### src/rtl/core_pkg.sv
// Shared constants, state encoding and IF/ID payload layout for the core pipeline.
package core_pkg;

  localparam int unsigned PC_W   = 12;
  localparam int unsigned CU_W   = 5;
  localparam int unsigned DP_W   = 14;
  localparam int unsigned INS_W  = 19;
  localparam int unsigned CU_MSB = 18;
  localparam int unsigned CU_LSB = 14;
  localparam int unsigned DRAIN  = 3;
  localparam int unsigned CNT_W  = $clog2(DRAIN + 1);

  localparam logic [PC_W-1:0] RESET_PC = '0;

  typedef enum logic [1:0] {
    RUN,
    HALT_PEND,
    HALTED
  } state_t;

  typedef struct packed {
    logic            valid;
    logic [CU_W-1:0] cu;
    logic [DP_W-1:0] dp;
    logic [PC_W-1:0] pc1;
  } ifid_t;

  // A bubble is all-zero, so it aliases the halt encoding; consumers must qualify on valid.
  localparam ifid_t BUBBLE = '0;

endpackage

### src/rtl/fetch_stage_ifid_reg.sv
// IF/ID pipeline register: bubble has priority over load, otherwise it holds.
module ifid_reg
  import core_pkg::*;
(
  input  logic  clk,
  input  logic  rst,
  input  logic  i_load,
  input  logic  i_bubble,
  input  ifid_t i_data,
  output ifid_t o_q
);

  ifid_t r_q;

  always_ff @(posedge clk) begin
    if (rst) begin
      r_q <= BUBBLE;
    end else if (i_bubble) begin
      r_q <= BUBBLE;
    end else if (i_load) begin
      r_q <= i_data;
    end
  end

  assign o_q = r_q;

endmodule

### src/rtl/fetch_stage.sv
// IF stage: PC register, next-PC selection, halt drain FSM and the IF/ID register.
module fetch_stage
  import core_pkg::*;
(
  input  logic            clk,
  input  logic            rst,
  output logic [PC_W-1:0] pc_o,
  input  logic [CU_W-1:0] imem_cu_i,
  input  logic [DP_W-1:0] imem_dp_i,
  input  logic            imem_halt_i,
  input  logic            stall_i,
  input  logic            redirect_i,
  input  logic [PC_W-1:0] redirect_pc_i,
  output logic            ifid_valid_o,
  output logic [CU_W-1:0] ifid_cu_o,
  output logic [DP_W-1:0] ifid_dp_o,
  output logic [PC_W-1:0] ifid_pc1_o,
  output logic            halted_o
);

  state_t           r_state;
  state_t           w_state_nxt;
  logic [PC_W-1:0]  r_pc;
  logic [PC_W-1:0]  w_pc_nxt;
  logic [PC_W-1:0]  w_pc_inc;
  logic [CNT_W-1:0] r_cnt;
  logic [CNT_W-1:0] w_cnt_nxt;
  logic             r_halted;
  logic             w_load;
  logic             w_bubble;
  ifid_t            w_ifid_d;
  ifid_t            w_ifid_q;

  assign w_pc_inc = r_pc + PC_W'(1);
  assign w_ifid_d = '{valid: 1'b1, cu: imem_cu_i, dp: imem_dp_i, pc1: w_pc_inc};

  always_ff @(posedge clk) begin
    if (rst) begin
      r_state  <= RUN;
      r_pc     <= RESET_PC;
      r_cnt    <= '0;
      r_halted <= 1'b0;
    end else begin
      r_state  <= w_state_nxt;
      r_pc     <= w_pc_nxt;
      r_cnt    <= w_cnt_nxt;
      r_halted <= r_halted | (r_state == HALTED);
    end
  end

  // Priority inside each state: redirect > stall > halt > normal fetch.
  always_comb begin
    w_state_nxt = r_state;
    w_pc_nxt    = r_pc;
    w_cnt_nxt   = r_cnt;
    w_load      = 1'b0;
    w_bubble    = 1'b0;
    case (r_state)
      RUN: begin
        if (redirect_i) begin
          w_pc_nxt = redirect_pc_i;
          w_bubble = 1'b1;
        end else if (stall_i) begin
          w_bubble = 1'b0;
        end else if (imem_halt_i) begin
          w_bubble    = 1'b1;
          w_cnt_nxt   = '0;
          w_state_nxt = HALT_PEND;
        end else begin
          w_load   = 1'b1;
          w_pc_nxt = w_pc_inc;
        end
      end
      HALT_PEND: begin
        // The halt may sit on a wrong path, so a late redirect still cancels it.
        if (redirect_i) begin
          w_pc_nxt    = redirect_pc_i;
          w_bubble    = 1'b1;
          w_cnt_nxt   = '0;
          w_state_nxt = RUN;
        end else if (!stall_i) begin
          w_bubble  = 1'b1;
          w_cnt_nxt = r_cnt + CNT_W'(1);
          if (r_cnt == CNT_W'(DRAIN - 1)) begin
            w_state_nxt = HALTED;
          end
        end
      end
      HALTED: begin
        w_bubble = 1'b1;
      end
      default: begin
        w_state_nxt = RUN;
      end
    endcase
  end

  ifid_reg u_ifid_reg (
    .clk      (clk),
    .rst      (rst),
    .i_load   (w_load),
    .i_bubble (w_bubble),
    .i_data   (w_ifid_d),
    .o_q      (w_ifid_q)
  );

  assign pc_o         = r_pc;
  assign ifid_valid_o = w_ifid_q.valid;
  assign ifid_cu_o    = w_ifid_q.cu;
  assign ifid_dp_o    = w_ifid_q.dp;
  assign ifid_pc1_o   = w_ifid_q.pc1;
  assign halted_o     = r_halted;

endmodule

### config.mk
export PLATFORM = sky130hd
export DESIGN_NAME = fetch_stage
export DESIGN_NICKNAME = d
export VERILOG_FILES = /design/src/rtl/core_pkg.sv /design/src/rtl/fetch_stage_ifid_reg.sv /design/src/rtl/fetch_stage.sv
export SDC_FILE = /design/constraint.sdc
export NUM_CORES = 1
export LEC_CHECK = 0
export ABC_CLOCK_PERIOD_IN_PS = 2550
export BUFFER_PORTS_ARGS = -buffer_cell sky130_fd_sc_hd__buf_4
export CAP_MARGIN = 20
export CELL_PAD_IN_SITES_DETAIL_PLACEMENT = 1
export CELL_PAD_IN_SITES_GLOBAL_PLACEMENT = 1
export CORE_UTILIZATION = 39
export CTS_BUF_LIST = sky130_fd_sc_hd__clkbuf_4
export CTS_CLUSTER_DIAMETER = 100
export CTS_CLUSTER_SIZE = 25
export DETAILED_ROUTE_END_ITERATION = 7
export GPL_TIMING_DRIVEN = 0
export PLACE_DENSITY = 0.91
export SYNTH_ARGS = -nofsm -noshare
export SYNTH_HDL_FRONTEND = slang
export SYNTH_SLANG_ARGS = --single-unit
### constraint.sdc
create_clock -name clk -period 2.55 [get_ports clk]
set_input_delay 0.255 -clock clk [delete_from_list [all_inputs] [get_ports clk]]
set_output_delay 0.255 -clock clk [all_outputs]
set_load 0.01 [all_outputs]
==> results of run 1 <==
==> power breakdown <==
group	switching [uW]	leakage, uW	total [uW]	internal (uW)
logic	124	0.000772	236	112
registers	26.4	0.000398	814	787
clock network	263	0.0000360	385	122
==> layout make-up <==
type	count	area share, %
Timing Repair Buffer	80	19.92
Inverter	5	0.6224
Tap cell	72	2.988
Buffer	18	3.402
Multi-Input combinational cell	206	38.59
Clock buffer	6	1.494
Sequential cell	49	32.53
Clock inverter	2	0.4564
==> layer usage <==
layer / vias up / GRT usage, % / routed length, um
met4: 0 / 8.519 / 133
met3: 9 / 4.419 / 320
met5: - / 0 / 0
met1: 1129 / 29.49 / 3013
li1: 1143 / - / -
met2: 70 / 40.35 / 3391
==> layout by cell type, fill, tap and decap left out, drive strengths merged <==
| master | netlist | routed |
|---|---|---|
| nor3b | 2 | 2 |
| and2 | 3 | 3 |
| xor2 | 2 | 2 |
| nor4b | 2 | 2 |
| o21ai | 3 | 3 |
| o22ai | 1 | 1 |
| nand3 | 6 | 6 |
| or3 | 1 | 1 |
| a21o | 2 | 2 |
| o32ai | 2 | 2 |
| nor2b | 4 | 4 |
| a21oi | 25 | 25 |
| a21boi | 1 | 1 |
| nand4 | 2 | 2 |
| buf | 14 | 94 |
| a31oi | 7 | 7 |
| xnor2 | 7 | 7 |
| clkbuf | 4 | 10 |
| o2111a | 1 | 1 |
| or4 | 2 | 2 |
| o21a | 2 | 2 |
| nor4 | 1 | 1 |
| o211a | 1 | 1 |
| clkinv | 0 | 1 |
| o41ai | 2 | 2 |
| o2111ai | 1 | 1 |
| a221oi | 2 | 2 |
| ha | 2 | 2 |
| nand2 | 57 | 57 |
| nor2 | 26 | 26 |
| dfxtp | 49 | 49 |
| inv | 5 | 6 |
| a311oi | 1 | 1 |
| nand3b | 2 | 2 |
| nand2b | 7 | 7 |
| mux2i | 2 | 2 |
| a22oi | 3 | 3 |
| nor3 | 14 | 14 |
| a211oi | 10 | 10 |
==> worst min path at each step <==
stage | endpoint | slack (ns) | cells after the start
after floorplan | u_ifid_reg.o_q[12] | 0.39 | 2
after global placement | u_ifid_reg.o_q[23] | 0.44 | 2
after detailed placement | u_ifid_reg.o_q[25] | 0.45 | 2
after CTS | u_ifid_reg.o_q[16] | 0.1 | 3
after global routing | u_ifid_reg.o_q[24] | 0.09 | 3
final | u_ifid_reg.o_q[26] | 0.11 | 3
==> stage by stage <==
step                      setup slack, ns  utilization (%)  cells  hold WS (ns)  area, um^2
after global placement             0.8864            53.36    430        0.4427        2957
after detailed placement           0.8039            53.36    430        0.4522        2957
after global routing               0.6585            54.43    438       0.08855        3015
after CTS                          0.7887            54.43    438       0.09883        3015
after floorplan                    0.9319                -    278        0.3910        2266
final                              0.7618            54.43    438        0.1116        3015
==> worst register-to-register path, stage by stage, from the launching register on <==
cell	delay [ns]
sky130_fd_sc_hd__dfxtp_1	0.35
sky130_fd_sc_hd__buf_2	0.20
sky130_fd_sc_hd__nor2b_1	0.42
sky130_fd_sc_hd__nor2_1	0.26
sky130_fd_sc_hd__a21o_1	0.24
sky130_fd_sc_hd__a221oi_2	0.25
==> state kept, by name (all words and copies together) (netlist names) <==
| name | cells |
|---|---|
| r_state | 2 |
| pc_o | 12 |
| halted_o | 1 |
| u_ifid_reg.o_q | 32 |
| r_cnt | 2 |
==> kinds of logic after synthesis <==
kind of cell	count (synthesis)	share of synthesized area, %
AOI/OAI and AO/OA	64	18.88
buffers and inverters	23	5.356
DFF	49	43.29
xor gates and xnor gates	9	3.479
and+or+nand+nor	129	27.00
adders and majority gates	2	1.104
muxes	2	0.8835
==> results, run 1 <==
- The critical path starts at r_state[0].
- TritonCTS built the clock tree.
- The number of buffers added for setup after CTS is 0.
- The design draws 1434 uW.
- Across the run, the number of max-cap violations was 0.
- In this run, synthesis inferred 0 flip-flops with an integrated enable.
- Clock-pin slew was measured on the worst setup and hold paths at 0.15 ns.
- The terminus of the critical flop-to-flop path is pc_o[4].
- The source of the worst hold timing path is imem_cu_i[0].
- The I/O pin count is 81.
- STA classifies the critical path endpoint as a flip-flop.
- After legalization and detailed placement, the total HPWL measured 5104 um.
- The net count of the finished layout is 403.
- The H-tree was split into 2 levels.
- After detailed routing, the number of vias per cell comes to 5.368.
- The synthesized netlist occupies a cell area of 0.002266 mm^2.
- VDD sags by at most 0.0002830 V.
- Summing over every cut layer, the via total after detailed routing is 2351.
- After synthesis, the cell types taking the most area are sky130_fd_sc_hd__dfxtp_1, sky130_fd_sc_hd__nand2_1, sky130_fd_sc_hd__a21oi_1, sky130_fd_sc_hd__nor2_1, sky130_fd_sc_hd__nor3_1.
- The synthesized netlist contains 47 unique library cells.
- Compared with the post-synthesis result, the final layout area differs by 33.08%.
- The path depth of the worst reg2reg path is 5.
- The slowest stage of the critical path belongs to the cell sky130_fd_sc_hd__nor2b_1.
- The final-report max-slew violation count was 0.
- The longest clock path from root to sink contains 2 buffers.
- Dividing total power by cell area gives a power density of 475.7 mW/mm^2.
- The number of buffer and inverter stages on the critical path is 1.
- The highest cell delay on the worst timing path is 0.42 ns.
- Between clock sinks in the finished design, the worst skew comes to 0.002374 ns.
- The pin count of the biggest net entering global routing is 16.
- The number of inserted diodes is 0.
- The floorplan step defined a core boundary enclosing 0.005540 mm^2.
- The number of flip-flops and latches in the synthesized netlist is 49.
- By startpoint and endpoint, the worst setup path is classified as flip-flop to flip-flop.
- Summed over its instances, the top area cell type makes up 43.29% of the synthesized netlist area.
- After detailed routing, the total wire length is 6857 um.
- The number of gates given a new drive strength after cts is 0.
- Measured against its own limit, the worst slew margin works out to 61.68%.
- Based on the critical path, the design can be clocked at up to 559.2 MHz.
- The first global-routing pass estimated 11300 um of wire.
- The fraction of final layout cells sized beyond drive strength 1 is 28.69%.
- The floorplan step set the die height to 78.23 um.
- Setup slack on the worst reg-to-reg path comes out at 0.76 ns.
- The initial antenna violation count came to 0.
- After routing, the total negative slack on setup checks comes to 0 ns.
- For this design the static power due to leakage is 0.001206 uW.
- The root cell of the clock tree is sky130_fd_sc_hd__clkbuf_4.
- Counting flops with an async set or reset pin after synthesis yields a share of 0%.
- The fraction of the yosys area taken by sequential cells is 43.29%.
- The residual overflow from global routing is 0.
- The data arrival time of the worst path is 2.09 ns.
- The horizontal die dimension is 78.23 um.
- After floorplanning, the core was divided into 27 placement rows.
- The hold violation count in the final report is 0.
- The count of warnings emitted by yosys is 0.
- Data on the critical path is required at its endpoint by 2.85 ns.
- Once detail routing completed, the nets flagged for antenna violations numbered 0.
- Broken down by cell family, the worst path's largest delay share belongs to simple AND/OR/NAND/NOR gates.
- The total of endpoints with negative setup slack in the final report is 0.
- The category of the worst setup path launch point is a flip-flop.
- The flip-flop cell with the highest count after synthesis is sky130_fd_sc_hd__dfxtp_1.
- The initial utilization of the core area, before any placement, comes to 40.90%.
- The commonest cells after synthesis are sky130_fd_sc_hd__nand2_1, sky130_fd_sc_hd__dfxtp_1, sky130_fd_sc_hd__nor2_1.
- Counting every net in the synthesized netlist gives 316.
- Setup repair after global routing left no endpoint under its margin.
- The run finished with clean final reports.
- The critical path ends at pc_o[4].
- The number of hold buffers added after CTS was 0.
- The smallest clock period supported by the final layout is computed as 1.788 ns.
- The count of clock tree sinks is 49.
- Counting buffers and inverters, the worst setup path is 5 cells deep.
- In the post-synthesis netlist, the cell with the most instances is sky130_fd_sc_hd__nand2_1.
- The via count of the first global-routing pass is 2306.
- The type of the most critical hold path is input pin to flip-flop.
- The total track usage is 23.61%.
- Clock latency on the worst-skew pair, taken at its later pin, is 0.37 ns.
- The cell count after synthesis is 278.
- The critical path goes through buf_2 -> nor2b_1 -> nor2_1 -> a21o_1 -> a221oi_2.
- The average cell area after synthesis is 8.151 um^2.
- The number of detailed-route iterations in the first pass is 4.
- The post-synthesis cell type with the largest combined area is sky130_fd_sc_hd__dfxtp_1.
- Port buffering added 80 buffers.
- The die covers 0.006119 mm^2.
- In the final layout, the multi-input gates occupy 0.001164 mm^2.
- The final critical-path share of the clock period is 70.13%.
- The number of clock buffers added by TritonCTS is 5.
- Fill cells in the final layout number 710.
- The register area is 980.9 um^2.
- For the pin with the worst max-slew slack, the measured transition is 0.5727 ns.
- The worst register-to-register path begins at r_state[0].
- After detailed routing, the average wire length per cell comes to 15.66 um.
- Of all nets on the critical path, the largest fanout is 10.
- The number of design-rule violations left by the first detailed-router iteration is 155.
- After detailed routing, the number of remaining DRC violations is 0.
- The final weighted congestion in routability-driven placement is 0.8368.
No activity file was read; power rests on OpenSTA's default activity.
==> inputs of run 2 (changes only) <==
ABC_CLOCK_PERIOD_IN_PS = 1500   (was 2550)
CORE_UTILIZATION = 33   (was 39)
PLACE_DENSITY = 0.83   (was 0.91)
clock period = 1.5 ns   (was 2.55 ns; I/O delays follow)
==> results, run 2 (synthesis results as in run 1) <==
- The run finished, with violations left.
- The final reports fail on DRC, setup timing.
- The total detailed-routing wirelength is 7555 um (+10%).
- The count of clock tree sinks was 49 (unchanged).
- The sequential fraction of design power is 54.8% (-1.9 points).
- The number of inserted diodes is 0 (unchanged).
- The final-report max-slew violation count came to 0 (unchanged).
- The clock latency on the worst-skew pair came to 0.37 ns (about the same).
- The clock tree from TritonCTS is built.
- The worst clock skew is 0.02800 ns (+0.02563 ns).
- Setup repair after global routing could not meet its margin everywhere.
- The number of detailed-route iterations in the first pass was 7 (+3).
- The type of the most critical hold path is input pin to flip-flop.
- The routed via count divided by cell count was 5.305 (-1.2%).
- The combinational power share is 19.6% (+3.2 points).
- The number of standard-cell rows in the floorplan is 29 (+7.4%).
- The half-perimeter wire length after detailed placement is 5118 um (+0.29%).
- The vias after detailed routing is 2414 (+2.7%).
- The number of buffers added by the clock tree synthesis step is 5 (unchanged).
- The setup slack after placement is -0.2628 ns (-1.067 ns).
- The final period demand of the worst path is 1.586 ns (-0.2018 ns).
- The fraction of final layout cells sized beyond drive strength 1 is 44.44% (+16 points).
- The via count of the first global-routing pass is 2324 (+0.78%).
- The headroom to the max-slew limit is 61.37% (-0.31 points).
- The uppermost signal routing layer after detailed routing is met4.
- The buffer levels on the longest clock path is 2 (unchanged).
- The area of all placed cells without fillers is 0.003431 mm^2 (+14%).
- The final critical-path share of the clock period came to 105.8% (+36 points).
- The root cell of the clock tree is sky130_fd_sc_hd__clkbuf_4.
- The largest vdd supply drop came to 0.0004887 V (+73%).
- The routed length on met3 is 297 um (-7.2%).
- The category of the critical setup timing path is flip-flop to flip-flop.
- The sort of element at the end of the critical path is a flip-flop.
- The deepest level of the CTS H-tree came to 2 (unchanged).
- The switching power as a share of total power is 29.01% (+0.16 points).
- The first-pass GRT wire length was 11740 um (+3.9%).
- The leakage power total is 0.001328 uW (+10%).
- The transition time at the pin with the least slew margin is 0.5794 ns (+0.006746 ns).
- The average wire per standard cell was 16.60 um (+6.1%).
- The data arrival time of the worst path is 1.84 ns (-0.25 ns).
- The pin count of the biggest net entering global routing is 15 (-1).
- The met1 wire length is 3338 um (+11%).
- The total track usage is 20.65% (-3.0 points).
- The cell-internal power is 1808 uW (+77%).
- The final weighted congestion in routability-driven placement is 0.8148 (-2.6%).
- The I/O pin count came to 81 (unchanged).
- The area growth from synthesis to layout is 51.41%.
- The wire length on met2 came to 3829 um (+13%).
- The critical path data required time is 1.75 ns (-1.10 ns).
- The final net count is 415 (+3.0%).
- The ratio of total power to cell area is 742.4 mW/mm^2 (+56%).
- The worst setup path is launched from a flip-flop.
- The residual overflow from global routing is 0 (unchanged).
- The number of antenna-violating nets in the routed design is 0 (unchanged).
- The initial antenna violation count was 0 (unchanged).
- The floorplan core area is 0.006495 mm^2 (+17%).
- The flip-flop count of the largest register after layout was 32 (unchanged).
- Leaving out fill and tap cells, the most frequent cell in the layout is sky130_fd_sc_hd__buf_4.
- The total of endpoints with negative setup slack in the final report was 9 (+9).
- The CTS clock-pin slew for the worst setup and hold paths is 0.17 ns (+0.02 ns).
- The post-layout worst setup margin is -0.08644 ns (-0.8482 ns).
- The horizontal die dimension is 84.87 um (+8.5%).
- The max capacitance violation total is 0 (unchanged).
- The vertical die dimension is 84.87 um (+8.5%).
- The hold violation count in the final report is 0 (unchanged).
- The reported net switching power was 738.8 uW (+79%).
- The count of port buffers added during placement came to 80 (unchanged).
- The top cell types in the final layout, fill and taps aside, are sky130_fd_sc_hd__buf_4, sky130_fd_sc_hd__nand2_1, sky130_fd_sc_hd__dfxtp_1, sky130_fd_sc_hd__a21oi_1, sky130_fd_sc_hd__nor2_1.
- The DRC violation count after routing was 4 (+4).
- The maximum fanout along the worst path is 5 (-5).
- The clock network power share was 25.6% (-1.2 points).
- The starting density of the core is 34.89% (-6.0 points).
- The overall die area is 0.007202 mm^2 (+18%).
- The total placed instance area is 0.002985 mm^2 (+0.97%).
- The maximum frequency from static timing analysis is 630.3 MHz (+13%).
- The number of design-rule violations left by the first detailed-router iteration came to 75 (-52%).
- The setup TNS after final layout is -0.4818 ns (-0.4818 ns).
## run 2: final cells by class
cell class / instances / area, um^2
Fill cell: 783 / 3064
Buffer: 17 / 132.6
Clock buffer: 7 / 52.55
Timing Repair Buffer: 93 / 721.9
Inverter: 5 / 18.77
Clock inverter: 1 / 7.507
Sequential cell: 49 / 1020
Multi-Input combinational cell: 206 / 1381
Tap cell: 77 / 96.34
## run 2: worst max-delay path: stages (launching register included)
cell and delay, ns:
sky130_fd_sc_hd__dfxtp_2 0.34, sky130_fd_sc_hd__or4_4 0.53, sky130_fd_sc_hd__and2_4 0.21, sky130_fd_sc_hd__buf_8 0.14
sky130_fd_sc_hd__a31oi_4 0.17, sky130_fd_sc_hd__o41ai_2 0.09
## run 2: per-stage QoR
step                hold WS (ns)  util [%]  total power [uW]  std cells
finish                   0.03146     52.82              2547        455
CTS                     0.004830     51.07              2543        449
floorplan                 0.2860         -              1620        278
global route            0.008534     52.82              2661        455
detailed placement        0.4101     45.96              1819        435
global placement          0.3991     45.96              1808        435
## run 2: routing by layer
layer,up-vias,GRT usage (%)
met5,-,0
met2,68,36.36
met1,1159,26.63
met3,8,3.307
li1,1179,-
met4,0,4.622
## run 2: worst paths after layout
path / startpoint / end / slack (ns) / depth (start not counted)
worst max register to register: r_state[0] / pc_o[8] / -0.09 / 5
worst min-delay path: imem_cu_i[3] / u_ifid_reg.o_q[29] / 0.03 / 3
worst max-delay path: r_state[0] / pc_o[8] / -0.09 / 5
worst min register to register: u_ifid_reg.o_q[23] / u_ifid_reg.o_q[23] / 0.47 / 2
## run 2: power groups by stage
| stage | clock (uW) | sequential, uW | combinational [uW] |
|---|---|---|---|
| 2_1_floorplan | 0 | 1420 | 197 |
| 3_3_place_gp | 0 | 1410 | 394 |
| 3_5_place_dp | 0 | 1420 | 402 |
| 4_1_cts | 670 | 1390 | 478 |
| 5_1_grt | 721 | 1400 | 539 |
| 6_report | 652 | 1400 | 500 |
## run 2: repair_timing
item | 4_1_cts | 5_1_grt
setup endpoints to repair | 45 | 45
cloned | 1 | 0
setup buffers | 5 | 7
pin swaps | 16 | 7
hold endpoints to repair | 0 | 0
resized for setup | 51 | 24
hold buffers | 0 | 0
